==> config.mk <==
export PLATFORM = sky130hd
export DESIGN_NAME = param_sync_updown_counter
export DESIGN_NICKNAME = d
export VERILOG_FILES = /design/src/rtl/counter_pkg.sv /design/src/rtl/counter_next_state.sv /design/src/rtl/param_sync_updown_counter.sv
export SDC_FILE = /design/constraint.sdc
export NUM_CORES = 1
export LEC_CHECK = 0
export ABC_AREA = 0
export BUFFER_PORTS_ARGS = -buffer_cell sky130_fd_sc_hd__buf_2
export CAP_MARGIN = 20
export CORE_AREA = 8 8 45 47
export DETAILED_ROUTE_END_ITERATION = 16
export DIE_AREA = 0 0 53 55
export PLACE_DENSITY = 0.56
export SYNTH_ARGS = -nofsm -noshare
export SYNTH_HDL_FRONTEND = slang
export SYNTH_SLANG_ARGS = --single-unit
==> constraint.sdc <==
create_clock -name clk -period 1.95 [get_ports clk]
set_input_delay 0.2925 -clock clk [delete_from_list [all_inputs] [get_ports clk]]
set_output_delay 0.2925 -clock clk [all_outputs]
set_load 0.1 [all_outputs]
==> src/rtl/counter_pkg.sv <==
// Shared definitions for the parameterised up/down counter.
// Direction encoding is driven straight from the up_down pin.
package counter_pkg;

    typedef enum logic {
        DIR_DOWN = 1'b0,
        DIR_UP   = 1'b1
    } dir_e;

endpackage

==> src/rtl/counter_next_state.sv <==
// Combinational next-count selection for a modulo-(MAX_COUNT+1) up/down counter.
// The wrap output doubles as the terminal indication for the current direction.
module counter_next_state
    import counter_pkg::*;
#(
    parameter int          WIDTH     = 4,
    parameter int unsigned MAX_COUNT = (2**WIDTH) - 1
) (
    input  logic [WIDTH-1:0] count,
    input  logic             up_down,
    output logic [WIDTH-1:0] next_count,
    output logic             wrap
);

    localparam logic [WIDTH-1:0] MAX_VAL = WIDTH'(MAX_COUNT);

    always_comb begin
        next_count = count;
        wrap       = 1'b0;
        if (up_down == DIR_UP) begin
            if (count == MAX_VAL) begin
                wrap       = 1'b1;
                next_count = '0;
            end else begin
                next_count = count + WIDTH'(1);
            end
        end else begin
            if (count == '0) begin
                wrap       = 1'b1;
                next_count = MAX_VAL;
            end else begin
                next_count = count - WIDTH'(1);
            end
        end
    end

endmodule

==> src/rtl/param_sync_updown_counter.sv <==
// Cascadable synchronous up/down counter with saturating parallel load and
// a sticky wrap flag. Only count and wrap_flag are registered.
module param_sync_updown_counter
    import counter_pkg::*;
#(
    parameter int          WIDTH     = 4,
    parameter int unsigned MAX_COUNT = (2**WIDTH) - 1
) (
    input  logic             clk,
    input  logic             rst,
    input  logic             count_enable,
    input  logic             up_down,
    input  logic             load,
    input  logic [WIDTH-1:0] load_value,
    input  logic             clear_flag,
    output logic [WIDTH-1:0] count,
    output logic             terminal,
    output logic             to_next_stage,
    output logic             wrap_flag
);

    localparam logic [WIDTH-1:0] MAX_VAL = WIDTH'(MAX_COUNT);

    logic [WIDTH-1:0] next_count;
    logic [WIDTH-1:0] load_sat;

    counter_next_state #(
        .WIDTH     (WIDTH),
        .MAX_COUNT (MAX_COUNT)
    ) u_next_state (
        .count      (count),
        .up_down    (up_down),
        .next_count (next_count),
        .wrap       (terminal)
    );

    // A wrap only happens when stepping, and a load always beats stepping.
    assign to_next_stage = terminal & count_enable & ~load;
    assign load_sat      = (load_value > MAX_VAL) ? MAX_VAL : load_value;

    always_ff @(posedge clk) begin
        if (rst) begin
            count     <= '0;
            wrap_flag <= 1'b0;
        end else begin
            if (load) begin
                count <= load_sat;
            end else if (count_enable) begin
                count <= next_count;
            end

            if (to_next_stage) begin
                wrap_flag <= 1'b1;
            end else if (clear_flag) begin
                wrap_flag <= 1'b0;
            end
        end
    end

endmodule

==> Word level (Yosys, flattened, before mapping) <==
Index checks and enable logic that the tools add are counted.
{ "op_classes": {"n_addsub": 2, "magnitude_cmp": 1, "n_eq_ne": 1, "muxes": 11, "n_bitwise": 3, "reduce_logical": 3} }
{ "ops": {"columns": ["operator", "n"], "rows": [
  ["2-to-1 mux 4 bit", 6],
  ["2-to-1 mux 1 bit", 5],
  ["adder 4 x 1 -> 4 bit (second input constant)", 1],
  ["equality test 4 bit (second input constant)", 1],
  ["greater-than comparator 4 bit (second input constant)", 1],
  ["zero test 4 bit", 1],
  ["nonzero test 2 bit", 2],
  ["subtractor 4 x 1 -> 4 bit (second input constant)", 1],
  ["AND 1 bit", 2],
  ["NOT 1 bit", 1]
]} }
{ "word_totals": {"ff_bits": 5, "input_bits": 10, "word_cells": 23} }

==> Logic depth before layout (Yosys ltp) <==
Gate-level depths: netlist of the first run.
{ "depth": {"word_depth": 6, "ltp_mapped": 6, "mapped_depth_nobuf": 6} }

==> Hierarchy <==
A second synthesis of the first run with hierarchy kept.
{ "unflattened": {"hier_cells": 46, "area_unflattened_um2": 385.4} }
{ "modules_own_cells": {"columns": ["mod", "n_inst", "cells_per_inst", "area_each_um2"], "rows": [
  ["param_sync_updown_counter", 1, 23, 232.7],
  ["counter_next_state", 1, 23, 152.6]
]} }

==> Least setup slack after synthesis of the first run <==
No wires, ideal clock.
{ "synth_path": {"path_kind": "register -> output", "from": "register count[0]", "to": "output to_next_stage", "arrival_ps": 4088, "required_ps": 1657, "slack_ps": -2430, "path_stages_with_launch": 5, "n_path_buf": 0, "cell_sequence": "dfxtp_1 -> ha_1 -> nand3_1 -> mux2i_1 -> and2_1"} }
{ "synth_between": {"elab_chain_len": 5} }
{ "synth_lines": {"columns": ["element", "line_no", "rtl"], "rows": [
  ["start, declared", "param_sync_updown_counter.sv:16", "output logic [WIDTH-1:0] count,"],
  ["start signal, assigned", "param_sync_updown_counter.sv:47", "count <= load_sat;"],
  ["start signal, assigned", "param_sync_updown_counter.sv:49", "count <= next_count;"],
  ["equality test 4 bit or zero test 4 bit (tied branches)", "counter_next_state.sv:21, counter_next_state.sv:28", null],
  ["2-to-1 mux 1 bit, on equally long branches", "counter_next_state.sv:21, counter_next_state.sv:28", null],
  ["2-to-1 mux 1 bit *", "counter_next_state.sv:20", "if (up_down == DIR_UP) begin"],
  ["named net terminal", "param_sync_updown_counter.sv:17", "output logic terminal,"],
  ["AND 1 bit * (2 in a row)", "param_sync_updown_counter.sv:38", "assign to_next_stage = terminal & count_enable & ~load;"],
  ["end, declared", "param_sync_updown_counter.sv:18", "output logic to_next_stage,"]
]} }
The timed path passes the listed nets; every way through them passes the cells marked *.

==> Worst setup path after layout of the first run <==
{ "layout_path": {"from": "register count[0]", "to": "output to_next_stage"} }
{ "layout_between": {"elab_chain_len": 5} }
{ "layout_lines": {"columns": ["element", "line_no"], "rows": [
  ["equality test 4 bit or zero test 4 bit (tied branches)", "counter_next_state.sv:21, counter_next_state.sv:28"],
  ["2-to-1 mux 1 bit, on equally long branches", "counter_next_state.sv:21, counter_next_state.sv:28"],
  ["2-to-1 mux 1 bit *", "counter_next_state.sv:20"],
  ["AND 1 bit * (2 in a row)", "param_sync_updown_counter.sv:38"]
]} }
Every way passes the cells marked *; elsewhere a longest branch is shown, timed or not.

==> results.ini, run 1 <==
[synth]
synth_area_um2=378
synth.top_cell.area_share=0.265
synth_seq_cells=5
synthDistinctLibCells=23
synthTopCellsByArea=dfxtp_1, mux2i_1, a21oi_1, ha_1, inv_1
yosys_warnings=0
postSynthCellCount=49
ys_seq_area_frac=0.265
syn-mean-instance-area_um2=7.71
yosys.area.top_type=dfxtp_1
syn_nets=61

[setup_path]
crit_start=count[0]
arrival_ns=1.65
required_ns=1.66
r2r_end=count[0]
r2r-start=count[0]
cp_max_fo=3
end_kind=output port
start_kind=register
crit_path_end=to_next_stage
reg2regPathDepth=5
critPathKind=register to output port
worst-r2r-setup-slack_ns=0.34

[placed_design]
port_buffers=16
dp_hpwl_um=838
dp.cells=80
gp_congestion=0.738

[drt]
vias=434
avgViaCountPerCell=4.93
routedWlPerCell_um=12.2
drtIter0Drc=10
wl_um=1070
ant_nets=0
first_pass_iters=4
drcViolationCount=0

[floorplanning]
fp.dieH_um=55
die_w_um=53
die_area_mm2=0.00292
ios=17
start_util=0.273
core_area_mm2=0.00138
num_rows=14

[final_layout]
drive_above_1_share=0.514
fin_util=0.443
final_common_cell=buf_2
nNetsFinal=85
antenna_cells=0
area_growth_pct=62.3
layout_common_cells=buf_2, a21oi_1, buf_4
stdcell_count=88

[global_route]
grt_busiest_layer=met2
gr-usage-met1=0.0763
grtUsageMet2=0.115
met3_usage=0.0294
grt_util_all_layers=0.0722
overflow=0
grt_start_max_net_pins=10
grt_pass1_wl_um=1540
grt_pass1_vias=391
antenna_found_initial=0

[clock_tree]
clk_latency_ns=0.24
clk_pin_slew_ns=0.05
cts_tree=done
cts_made_buffers=3
cts-hold-fix-buffers=0
h-tree-depth=1
root_buffer=clkbuf_4
cts_buffer_depth=2
clock_sinks=5

[sta]
final-hold-violation-count=0
fin_crit_sh=0.998
rsz0062_at_grt=true
min_period_ns=1.95
fmax_ghz=0.514
relSlewSlack=0.676
setup_viol=0
tightest_slew_ns=0.489
slew_violations=0
finalClockSkew_ns=0.00671

[pwr]
power.density_mw_per_mm2=714
peakVddDrop_uv=290
power_leakage_nw=0.302

[worst_hold_path]
hp-class=input pin to register
hold_depth=2

[job]
maxCapViolCount=0

[run_status]
status=finished clean

## cells by family (layout without fill, tap and decap cells)
| family | after synthesis | count (layout) | share of synthesized area |
|---|---|---|---|
| AOI/OAI and AO/OA | 16 | 16 | 0.295 |
| and+or+nand+nor | 13 | 13 | 0.169 |
| buffers and inverters | 8 | 31 | 0.0795 |
| DFF | 5 | 5 | 0.265 |
| muxes | 3 | 3 | 0.0795 |
| adders and majority gates | 2 | 2 | 0.0662 |
| xor gates and xnor gates | 2 | 2 | 0.0464 |
## flip-flops by register name, indices dropped and copies added, names as in the netlist
register and count:
wrap_flag 1, count 4
## report_power, final
group          switching (W)  leakage (nW)  internal [W]
Clock              0.0000481        0.0177     0.0000745
Combinational       0.000122         0.241     0.0000699
Sequential         0.0000129        0.0434      0.000110
Total               0.000183         0.302      0.000255
## timing repair
action / 4_1_cts / 5_1_grt
buffers inserted: 3 / 1
endpoints found under the setup margin: 2 / 2
resized for setup: 0 / 1
## Yosys cell counts (all sizes together)
cell type / instances
nor2: 4
ha: 2
o31ai: 1
nand3: 1
a21oi: 5
o21a: 1
nor2b: 2
nor3: 1
mux2i: 3
inv: 6
a31oi: 3
xor2: 1
o21ba: 1
o21ai: 2
a221o: 1
a21o: 1
clkbuf: 2
xnor2: 1
dfxtp: 5
and2: 1
nand2: 3
a221oi: 1
or3b: 1
## worst min-delay path by stage
stage	start	endpoint	slack (ns)
after floorplan	rst	count[0]	0.35
after global placement	rst	count[0]	0.52
after detailed placement	rst	count[0]	0.52
after CTS	rst	count[0]	0.26
after global routing	rst	count[0]	0.25
final	rst	count[0]	0.27
## cell type report
cell class / count / area (um2)
clock buffers: 3 / 22.5
clock inverters: 1 / 5.00
fillers: 140 / 771
inverters: 6 / 27.5
multi-input cells: 36 / 278
flip-flops and latches: 5 / 113
well taps: 16 / 20.0
repair buffers: 21 / 148
## metal layers
metal	share of wire	routed length, um
met1	0.36	391
met2	0.54	581
met3	0.093	100
met4	0	0
met5	0	0
## worst max-delay path: stages, from the launching register on
cell	delay [ns]
dfxtp_4	0.35
inv_4	0.06
ha_4	0.12
or3b_4	0.39
mux2i_4	0.15
and2_4	0.17
buf_12	0.16
## per-stage QoR
stage               power (W)  worst slack, ns  setup TNS (ns)  instance area (um2)  hold WS [ns]
finish               0.000438          0.00358               0                  613         0.269
global route         0.000469          -0.0627         -0.0991                  613         0.254
CTS                  0.000442        -0.000784       -0.000784                  603         0.256
detailed placement   0.000307            0.235               0                  553         0.524
global placement     0.000307            0.240               0                  553         0.524
floorplan            0.000262           -0.526          -0.663                  423         0.350
Power figures use the tool's default switching activity.
==> run 2, diff against run 1 <==
Settings changed: PLACE_DENSITY 0.56 to default, SETUP_SLACK_MARGIN from default to 0.4.
==> results.ini, run 2 (synthesis results as in run 1) <==
[clock_tree]
h-tree-depth=1  ; unchanged
cts_made_buffers=3  ; unchanged
root_buffer=clkbuf_4  ; unchanged
clk_pin_slew_ns=0.04  ; was 0.05 ns
cts_tree=done  ; unchanged
cts_buffer_depth=2  ; unchanged
clk_latency_ns=0.24  ; about the same
clock_sinks=5  ; unchanged

[floorplanning]
core_area_mm2=0.00138  ; unchanged
ios=17  ; unchanged
num_rows=14  ; unchanged
fp.dieH_um=55  ; unchanged
start_util=0.273  ; unchanged
die_area_mm2=0.00292  ; unchanged
die_w_um=53  ; unchanged

[sta]
setup_slack_ns=0.0203  ; was 0.00358 ns
relSlewSlack=0.678  ; was 0.676
setup_viol=0  ; unchanged
fmax_ghz=0.518  ; was 0.514 GHz
fin_crit_sh=0.990  ; was 0.998
slew_violations=0  ; unchanged
min_period_ns=1.93  ; was 1.95 ns
final-hold-violation-count=0  ; unchanged
finalClockSkew_ns=0.000502  ; was 0.00671 ns
tightest_slew_ns=0.486  ; was 0.489 ns
tns_ns=0  ; unchanged
rsz0062_at_grt=true  ; unchanged

[setup_path]
crit_family=simple AND/OR/NAND/NOR gates  ; unchanged
end_kind=output port  ; unchanged
worst-path-buf-inv=2  ; unchanged
critPathKind=register to output port  ; unchanged
cp_cell_sequence=inv_4, ha_4, or3b_4, mux2i_4, and2_4, buf_12  ; unchanged
required_ns=1.66  ; about the same
critPathMaxStageDelay_ns=0.39  ; about the same
start_kind=register  ; unchanged
arrival_ns=1.64  ; was 1.65 ns
critPathSlowestCell=or3b_4  ; unchanged
cp_max_fo=2  ; was 3

[global_route]
grt_pass1_vias=396  ; was 391
grt_start_max_net_pins=10  ; unchanged
antenna_found_initial=0  ; unchanged
overflow=0  ; unchanged
grt_pass1_wl_um=1650  ; was 1540 um
grt_util_all_layers=0.0759  ; was 0.0722

[final_layout]
final_common_cell=buf_2  ; unchanged
reg_top3=count x4, wrap_flag x1  ; unchanged
fill_cells=140  ; unchanged
regMostFlops=count  ; unchanged
area.sequential_um2=113  ; unchanged
drive_above_1_share=0.521  ; was 0.514
layout_common_cells=buf_2, buf_4, a21oi_1  ; was buf_2, a21oi_1, buf_4
area_growth_pct=65.9  ; was 62.3%
nNetsFinal=86  ; was 85
final_cell_area_um2=627  ; was 613 um2
multi_input_area_um2=283  ; was 278 um2
largest_register_ff_count=4  ; unchanged
antenna_cells=0  ; unchanged

[drt]
first_pass_iters=4  ; unchanged
ant_nets=0  ; unchanged
wl_um=1150  ; was 1070 um
vias=443  ; was 434
avgViaCountPerCell=4.98  ; was 4.93
drtIter0Drc=8  ; was 10
drcViolationCount=0  ; unchanged
routedWlPerCell_um=12.9  ; was 12.2 um

[placed_design]
dp_hpwl_um=835  ; was 838 um
pre_cts_slack_ns=0.234  ; was 0.235 ns
port_buffers=16  ; unchanged
placed_area_um2=553  ; unchanged
gp_congestion=0.738  ; about the same

[pwr]
power.density_mw_per_mm2=704  ; was 714 mW/mm2
peakVddDrop_uv=415  ; was 290 uV
power_leakage_nw=0.304  ; was 0.302 nW

[job]
maxCapViolCount=0  ; unchanged

[worst_hold_path]
hp-class=input pin to register  ; unchanged

[run_status]
status=finished clean  ; unchanged

[run 2: cell count changes in the layout (fill, tap and decap cells not counted)]
cell      previous run  this run
buf_2               14        13
buf_4                5         6
clkbuf_1             0         1
clkbuf_4             3         4
clkinv_2             1         0
nand3_1              1         0
nand3_2              0         1
[run 2: final timing paths]
check                               start             to  depth (start not counted)  slack [ns]
worst max-delay path             count[0]  to_next_stage                          6        0.02
worst min-delay path                  rst       count[0]                          2        0.27
worst max register to register   count[0]       count[0]                          5        0.33
worst min register to register  wrap_flag      wrap_flag                          3        0.60
[run 2: stage by stage]
stage	hold WS [ns]	utilization	power, W	instances
3_3_place_gp	0.526	0.400	0.000306	80
6_report	0.273	0.453	0.000441	89
5_1_grt	0.293	0.453	0.000462	89
2_1_floorplan	0.350	-	0.000262	49
4_1_cts	0.272	0.446	0.000443	89
3_5_place_dp	0.528	0.400	0.000307	80
[run 2: power by group]
group / internal, W / switching [W]
logic: 0.0000734 / 0.000126
clock network: 0.0000772 / 0.0000407
registers: 0.000111 / 0.0000130
[run 2: metal layers]
layer  global-route usage  wire length, um  part of all wire  vias to the layer above
li1                     -                -                 -                      220
met5                    0                0                 0                        -
met3               0.0241               64             0.056                        0
met2                0.133              649              0.56                       11
met4               0.0388                0                 0                        0
met1               0.0804              437              0.38                      212
[run 2: worst reg2reg max path, cell delays in order (launching register included)]
cell      delay, ns
dfxtp_4        0.35
inv_4          0.06
ha_4           0.12
or3b_4         0.39
a221o_1        0.38
a221oi_2       0.22
[run 2: final cells by class]
type | instances | share of cell area
clock buffers | 4 | 0.0419
inverters | 6 | 0.0439
well taps | 16 | 0.0319
multi-input cells | 36 | 0.451
repair buffers | 22 | 0.251
flip-flops and latches | 5 | 0.180
[run 2: what timing repair did]
| item | in CTS | in global routing |
|---|---|---|
| setup endpoints to repair | 3 | 4 |
| setup buffers | 5 | 0 |
| gates resized for setup | 0 | 3 |
| endpoints found under the hold margin | 0 | 0 |
| hold buffers | 0 | 0 |
| pin swaps | 1 | 1 |
